File: src/rtl/ram_port_arbiter.sv
// Shares one simple dual-port RAM between instruction fetch (reads only) and data access (reads and writes).
// Port A is the data side's write port. Port B reads are arbitrated, with a burst limit and a lock for read-modify-write.
module ram_port_arbiter #(
    parameter int AW        = 10,
    parameter int DW        = 16,
    parameter int MAX_BURST = 4
) (
    input  logic          clka,
    input  logic          rst,
    input  logic          fetch_req,
    input  logic [AW-1:0] fetch_addr,
    output logic          fetch_gnt,
    output logic          fetch_rvalid,
    output logic [DW-1:0] fetch_rdata,
    input  logic          data_req,
    input  logic          data_we,
    input  logic [AW-1:0] data_addr,
    input  logic [DW-1:0] data_wdata,
    input  logic          data_lock,
    output logic          data_gnt,
    output logic          data_rvalid,
    output logic [DW-1:0] data_rdata,
    output logic          ram_ena,
    output logic          ram_wea,
    output logic [AW-1:0] ram_addra,
    output logic [DW-1:0] ram_dia,
    output logic          ram_enb,
    output logic [AW-1:0] ram_addrb,
    input  logic [DW-1:0] ram_dob,
    output logic          dbg_pri_state,
    output logic          dbg_lock
);
    localparam logic PRI_FETCH = 1'b0;
    localparam logic PRI_DATA  = 1'b1;
    localparam int   CW        = $clog2(MAX_BURST + 1);

    logic          r_state;
    logic [CW-1:0] r_burst;
    logic          r_lock;
    logic          r_fetch_rvalid;
    logic          r_data_rvalid;
    logic          r_fwd;
    logic [DW-1:0] r_fwd_data;

    logic          w_data_wr;
    logic          w_data_rd;
    logic          w_fetch_rd;
    logic          w_contend;
    logic          w_fetch_gnt;
    logic          w_data_rd_gnt;
    logic [AW-1:0] w_rd_addr;
    logic          w_fwd_hit;

    // Handshake: a transfer happens in any cycle where req && gnt. The requester holds addr/we/wdata while req=1 and gnt=0.
    // Grants are combinational. Read data comes back exactly one cycle after the grant.
    // Every term is qualified by rst, so all outputs stay at 0 while the block is held in reset.
    always_comb begin
        w_data_wr     = rst && data_req && data_we;
        w_data_rd     = rst && data_req && !data_we;
        w_fetch_rd    = rst && fetch_req && !r_lock;
        w_contend     = w_fetch_rd && w_data_rd;
        w_fetch_gnt   = w_fetch_rd && (!w_data_rd || (r_state == PRI_FETCH));
        w_data_rd_gnt = w_data_rd && !w_fetch_gnt;
        w_rd_addr     = w_fetch_gnt ? fetch_addr : data_addr;
        w_fwd_hit     = (w_fetch_gnt || w_data_rd_gnt) && w_data_wr && (w_rd_addr == data_addr);
    end

    assign fetch_gnt = w_fetch_gnt;
    assign data_gnt  = w_data_wr || w_data_rd_gnt;
    assign ram_ena   = w_data_wr;
    assign ram_wea   = w_data_wr;
    assign ram_addra = w_data_wr ? data_addr : '0;
    assign ram_dia   = w_data_wr ? data_wdata : '0;
    assign ram_enb   = w_fetch_gnt || w_data_rd_gnt;
    assign ram_addrb = ram_enb ? w_rd_addr : '0;

    // The RAM returns the old word on a same-address collision, so the new write data is replayed instead.
    assign fetch_rvalid = r_fetch_rvalid;
    assign data_rvalid  = r_data_rvalid;
    assign fetch_rdata  = r_fetch_rvalid ? (r_fwd ? r_fwd_data : ram_dob) : '0;
    assign data_rdata   = r_data_rvalid ? (r_fwd ? r_fwd_data : ram_dob) : '0;

    assign dbg_pri_state = r_state;
    assign dbg_lock      = r_lock;

    always_ff @(posedge clka or negedge rst) begin
        if (!rst) begin
            r_fetch_rvalid <= 1'b0;
            r_data_rvalid  <= 1'b0;
            r_fwd          <= 1'b0;
            r_fwd_data     <= '0;
        end else begin
            r_fetch_rvalid <= w_fetch_gnt;
            r_data_rvalid  <= w_data_rd_gnt;
            r_fwd          <= w_fwd_hit;
            r_fwd_data     <= data_wdata;
        end
    end

    // Priority only moves when the burst limit is reached under contention. The lock freezes it.
    always_ff @(posedge clka or negedge rst) begin
        if (!rst) begin
            r_state <= PRI_FETCH;
            r_burst <= '0;
        end else if (!r_lock) begin
            if (w_contend) begin
                if (r_burst == CW'(MAX_BURST - 1)) begin
                    r_state <= (r_state == PRI_FETCH) ? PRI_DATA : PRI_FETCH;
                    r_burst <= '0;
                end else begin
                    r_burst <= r_burst + 1'b1;
                end
            end else begin
                r_burst <= '0;
            end
        end
    end

    always_ff @(posedge clka or negedge rst) begin
        if (!rst) begin
            r_lock <= 1'b0;
        end else if (w_data_wr) begin
            r_lock <= 1'b0;
        end else if (w_data_rd_gnt) begin
            r_lock <= data_lock;
        end
    end
endmodule

File: config.mk
export PLATFORM = sky130hd
export DESIGN_NAME = ram_port_arbiter
export DESIGN_NICKNAME = d
export VERILOG_FILES = /design/src/rtl/ram_port_arbiter.sv
export SDC_FILE = /design/constraint.sdc
export NUM_CORES = 1
export LEC_CHECK = 0
export CORE_MARGIN = 3
export CORE_UTILIZATION = 32
export DETAILED_ROUTE_END_ITERATION = 8
export PLACE_DENSITY = 0.82
export SYNTH_ARGS = -nofsm -noshare
export SYNTH_HDL_FRONTEND = slang
export SYNTH_SLANG_ARGS = --single-unit
File: constraint.sdc
create_clock -name clka -period 1.7 [get_ports clka]
set_input_delay 0.255 -clock clka [delete_from_list [all_inputs] [get_ports clka]]
set_output_delay 0.255 -clock clka [all_outputs]
set_load 0.005 [all_outputs]
==> results.sh, run 1 <==
export IMPL_reg2reg_from="dbg_lock"
export IMPL_status="finished with violations"
export IMPL_drcViolationCount=0
export IMPL_synth_top_cell_area_share_pct=37.18
export IMPL_path_delay_family="simple AND/OR/NAND/NOR gates"
export IMPL_ant_nets=0
export IMPL_io_buffers=134
export IMPL_r2r_setup_slack_ns=0.25
export IMPL_drv_cap=0
export IMPL_critPathLaunchType="register"
export IMPL_critPathKind="reg -> out"
export IMPL_die_height_um=77.05
export IMPL_overflow=0
export IMPL_max_freq_mhz=529.5
export IMPL_drv_slew=0
export IMPL_postSynthCellCount=175
export IMPL_rsz0062_at_grt="yes"
export IMPL_routedWlPerCell_um=15.53
export IMPL_slowest_stage="dfrtp_1"
export IMPL_drive_gt1_share_pct=32.56
export IMPL_min_path_type="in -> async"
export IMPL_finalSetupTns_ns=-1.318
export IMPL_numCtsBuffers=3
export IMPL_dieArea_um2=5936
export IMPL_final_common_cell="clkdlybuf4s50_1"
export IMPL_crit_fanout=5
export IMPL_cts_sinks=24
export IMPL_vias_per_cell=4.659
export IMPL_fp_coreArea_um2=4786
export IMPL_vias=1915
export IMPL_clkLatencyLatePin_ns=0.27
export IMPL_clockBufferDepth=2
export IMPL_ios=135
export IMPL_place_ws_ns=-0.7012
export IMPL_p_per_area_nw_per_um2=483.1
export IMPL_ys_ff_latch=24
export IMPL_finClkSkew_ns=0.001014
export IMPL_dr_pass1_iters=4
export IMPL_cts_root_buf="clkbuf_8"
export IMPL_fin_crit_sh_pct=111.1
export IMPL_synth_avg_cell_area_um2=9.230
export IMPL_grt_max_degree=25
export IMPL_worst_ir_drop_vdd_v=0.0004280
export IMPL_hold_viol=0
export IMPL_worst_ep_required_time_ns=1.44
export IMPL_setup_viol=13
export IMPL_grt_antenna_before_repair=0
export IMPL_crit_arrival_ns=1.63
export IMPL_start_util_pct=33.75
export IMPL_violations="negative setup slack"
export IMPL_antennaDiodeCount=0
export IMPL_setup_worst_path_end_class="primary output"
export IMPL_synth_area_um2=1615
export IMPL_setup_slack_ns=-0.1887
export IMPL_wirelength_um=6382
export IMPL_final_nets=404
export IMPL_period_needed_ns=1.889
export IMPL_clkTransAtPathRegs_ns=0.09
export IMPL_path_cells="and3b_2 > buf_6 > nand2_8 > buf_4 > mux2i_2 > nor2_1 > buf_2"
export IMPL_grt_total_usage_pct=20.22
export IMPL_grt_pass1_vias=2005
export IMPL_reg2reg_to="dbg_pri_state"
export IMPL_r2r_cells=5
export IMPL_ys_seq_area_share_pct=37.18
export IMPL_place_gp_congestion=0.7455
export IMPL_final_cell_mix="clkdlybuf4s50_1, dlygate4sd2_1, nor2b_1"
export IMPL_cp_num_buf_inv=3
export IMPL_areaGrowthSynthToFinish_pct=112.2
export IMPL_synth_distinct_cells=29
export IMPL_dp_hpwl_um=4495
export IMPL_yosysTopAreaCell="dfrtp_1"
export IMPL_grt_pass1_wl_um=9756
export IMPL_yosys_warnings=0
export IMPL_rows=25
export IMPL_synth_nets=234
export IMPL_netlist_top_cells_area="dfrtp_1, mux2i_1, nor2b_1, and2_1, nor2_1"
export IMPL_cts_tree="done"
export IMPL_slowest_delay_ns=0.38
export IMPL_die_width_um=77.05
export IMPL_htreeDepth=1
export IMPL_leakagePower_nw=1.703
export IMPL_drt_initial_drc_count=67
export IMPL_worst_slew_pin_slew_ns=0.3208
export IMPL_slew_headroom_pct=78.61
## report_power, final
part           internal [mW]  switching (mW)
clock network          0.315           0.190
registers              0.596          0.0158
logic                  0.329           0.211
## cells in the mapped netlist
library cell  instances
and3_1                1
nor2b_1              33
clkbuf_1              3
o22ai_1               2
ha_1                  1
inv_1                 8
nand2_4               1
or3_4                 1
mux2i_1              26
a31oi_1               1
and3b_2               1
o21a_1                1
nor2_1               15
nor3_1                1
xor2_1                6
o21bai_1              1
a222oi_1              1
buf_4                 2
nor2b_2               1
a221oi_1              1
nand3b_1              3
nand2_1               5
dfrtp_1              24
and2_1               26
nor4_1                2
buf_2                 4
buf_6                 1
o21ai_0               2
o31ai_1               1
## per-stage QoR
| step | total power [mW] | hold WS (ns) | util (%) | instance area [um2] | instances |
|---|---|---|---|---|---|
| finish | 1.656 | 0.1220 | 71.63 | 3428 | 411 |
| global placement | 1.122 | 0.4740 | 66.14 | 3166 | 387 |
| detailed placement | 1.130 | 0.4811 | 66.14 | 3166 | 387 |
| CTS | 1.642 | 0.1189 | 69.23 | 3313 | 405 |
| global route | 1.735 | 0.1481 | 71.63 | 3428 | 411 |
| floorplan | 0.7679 | -0.04059 | - | 1615 | 175 |
## cell type report
class | instances | area [um2]
Fill cell | 379 | 1358
Clock inverter | 1 | 30.03
Inverter | 8 | 30.03
Timing Repair Buffer | 174 | 1515
Clock buffer | 3 | 41.29
Sequential cell | 24 | 601.8
Tap cell | 67 | 83.83
Multi-Input combinational cell | 134 | 1126
## logic make-up (layout without fill, tap and decap cells)
kind of cell               count (synthesis)  count (layout)  share of synthesized area [%]
DFF                                       24              24                          37.18
AOI/OAI and AO/OA                         10              10                          4.339
xor gates and xnor gates                   6               6                          3.253
muxes                                     26              26                          16.11
adders and majority gates                  1               1                         0.7745
buffers and inverters                     18             186                          5.422
and+or+nand+nor                           90              91                          32.92
## what timing repair did
action / in CTS / in global routing
hold buffers: 1 / 0
hold endpoints to repair: 1 / 0
pin swaps: 9 / 6
setup buffers: 11 / 6
resized for setup: 152 / 81
endpoints found under the setup margin: 75 / 40
cloned: 2 / 1
## worst register-to-register path, cell delays in order, from the launching register on
cell	delay, ns
dfrtp_1	0.38
buf_4	0.15
nand3b_1	0.15
or3_4	0.40
nor2b_2	0.14
xor2_1	0.16
## state kept, by name (all words and copies together), names as in the netlist
name and flops:
dbg_lock 1, r_fwd 1, r_burst 3, data_rvalid 1, dbg_pri_state 1, fetch_rvalid 1, r_fwd_data 16
## worst max-delay path by stage
stage | start | end | slack (ns) | depth (start not counted)
after global routing | dbg_lock | ram_addrb[2] | -0.28 | 7
after CTS | dbg_lock | ram_addrb[1] | -0.20 | 7
after global placement | rst | ram_addrb[0] | -0.63 | 5
after floorplan | dbg_lock | ram_addrb[2] | 0.31 | 5
final | dbg_lock | ram_addrb[2] | -0.19 | 7
after detailed placement | rst | ram_addrb[1] | -0.70 | 5
## layer usage
layer | share of wire, % | GRT usage [%] | vias up
met5 | 0 | 0 | -
met4 | 0.66 | 3.203 | 0
met3 | 6.2 | 4.108 | 4
met2 | 54 | 39.72 | 82
met1 | 39 | 22.51 | 910
li1 | - | - | 919
Power figures use the tool's default switching activity.
==> inputs of run 2 (changes only) <==
- ABC_CLOCK_PERIOD_IN_PS: unset -> 1700
==> results of run 2 <==
The final DEF is identical to that of run 1; final timing and power are the same.
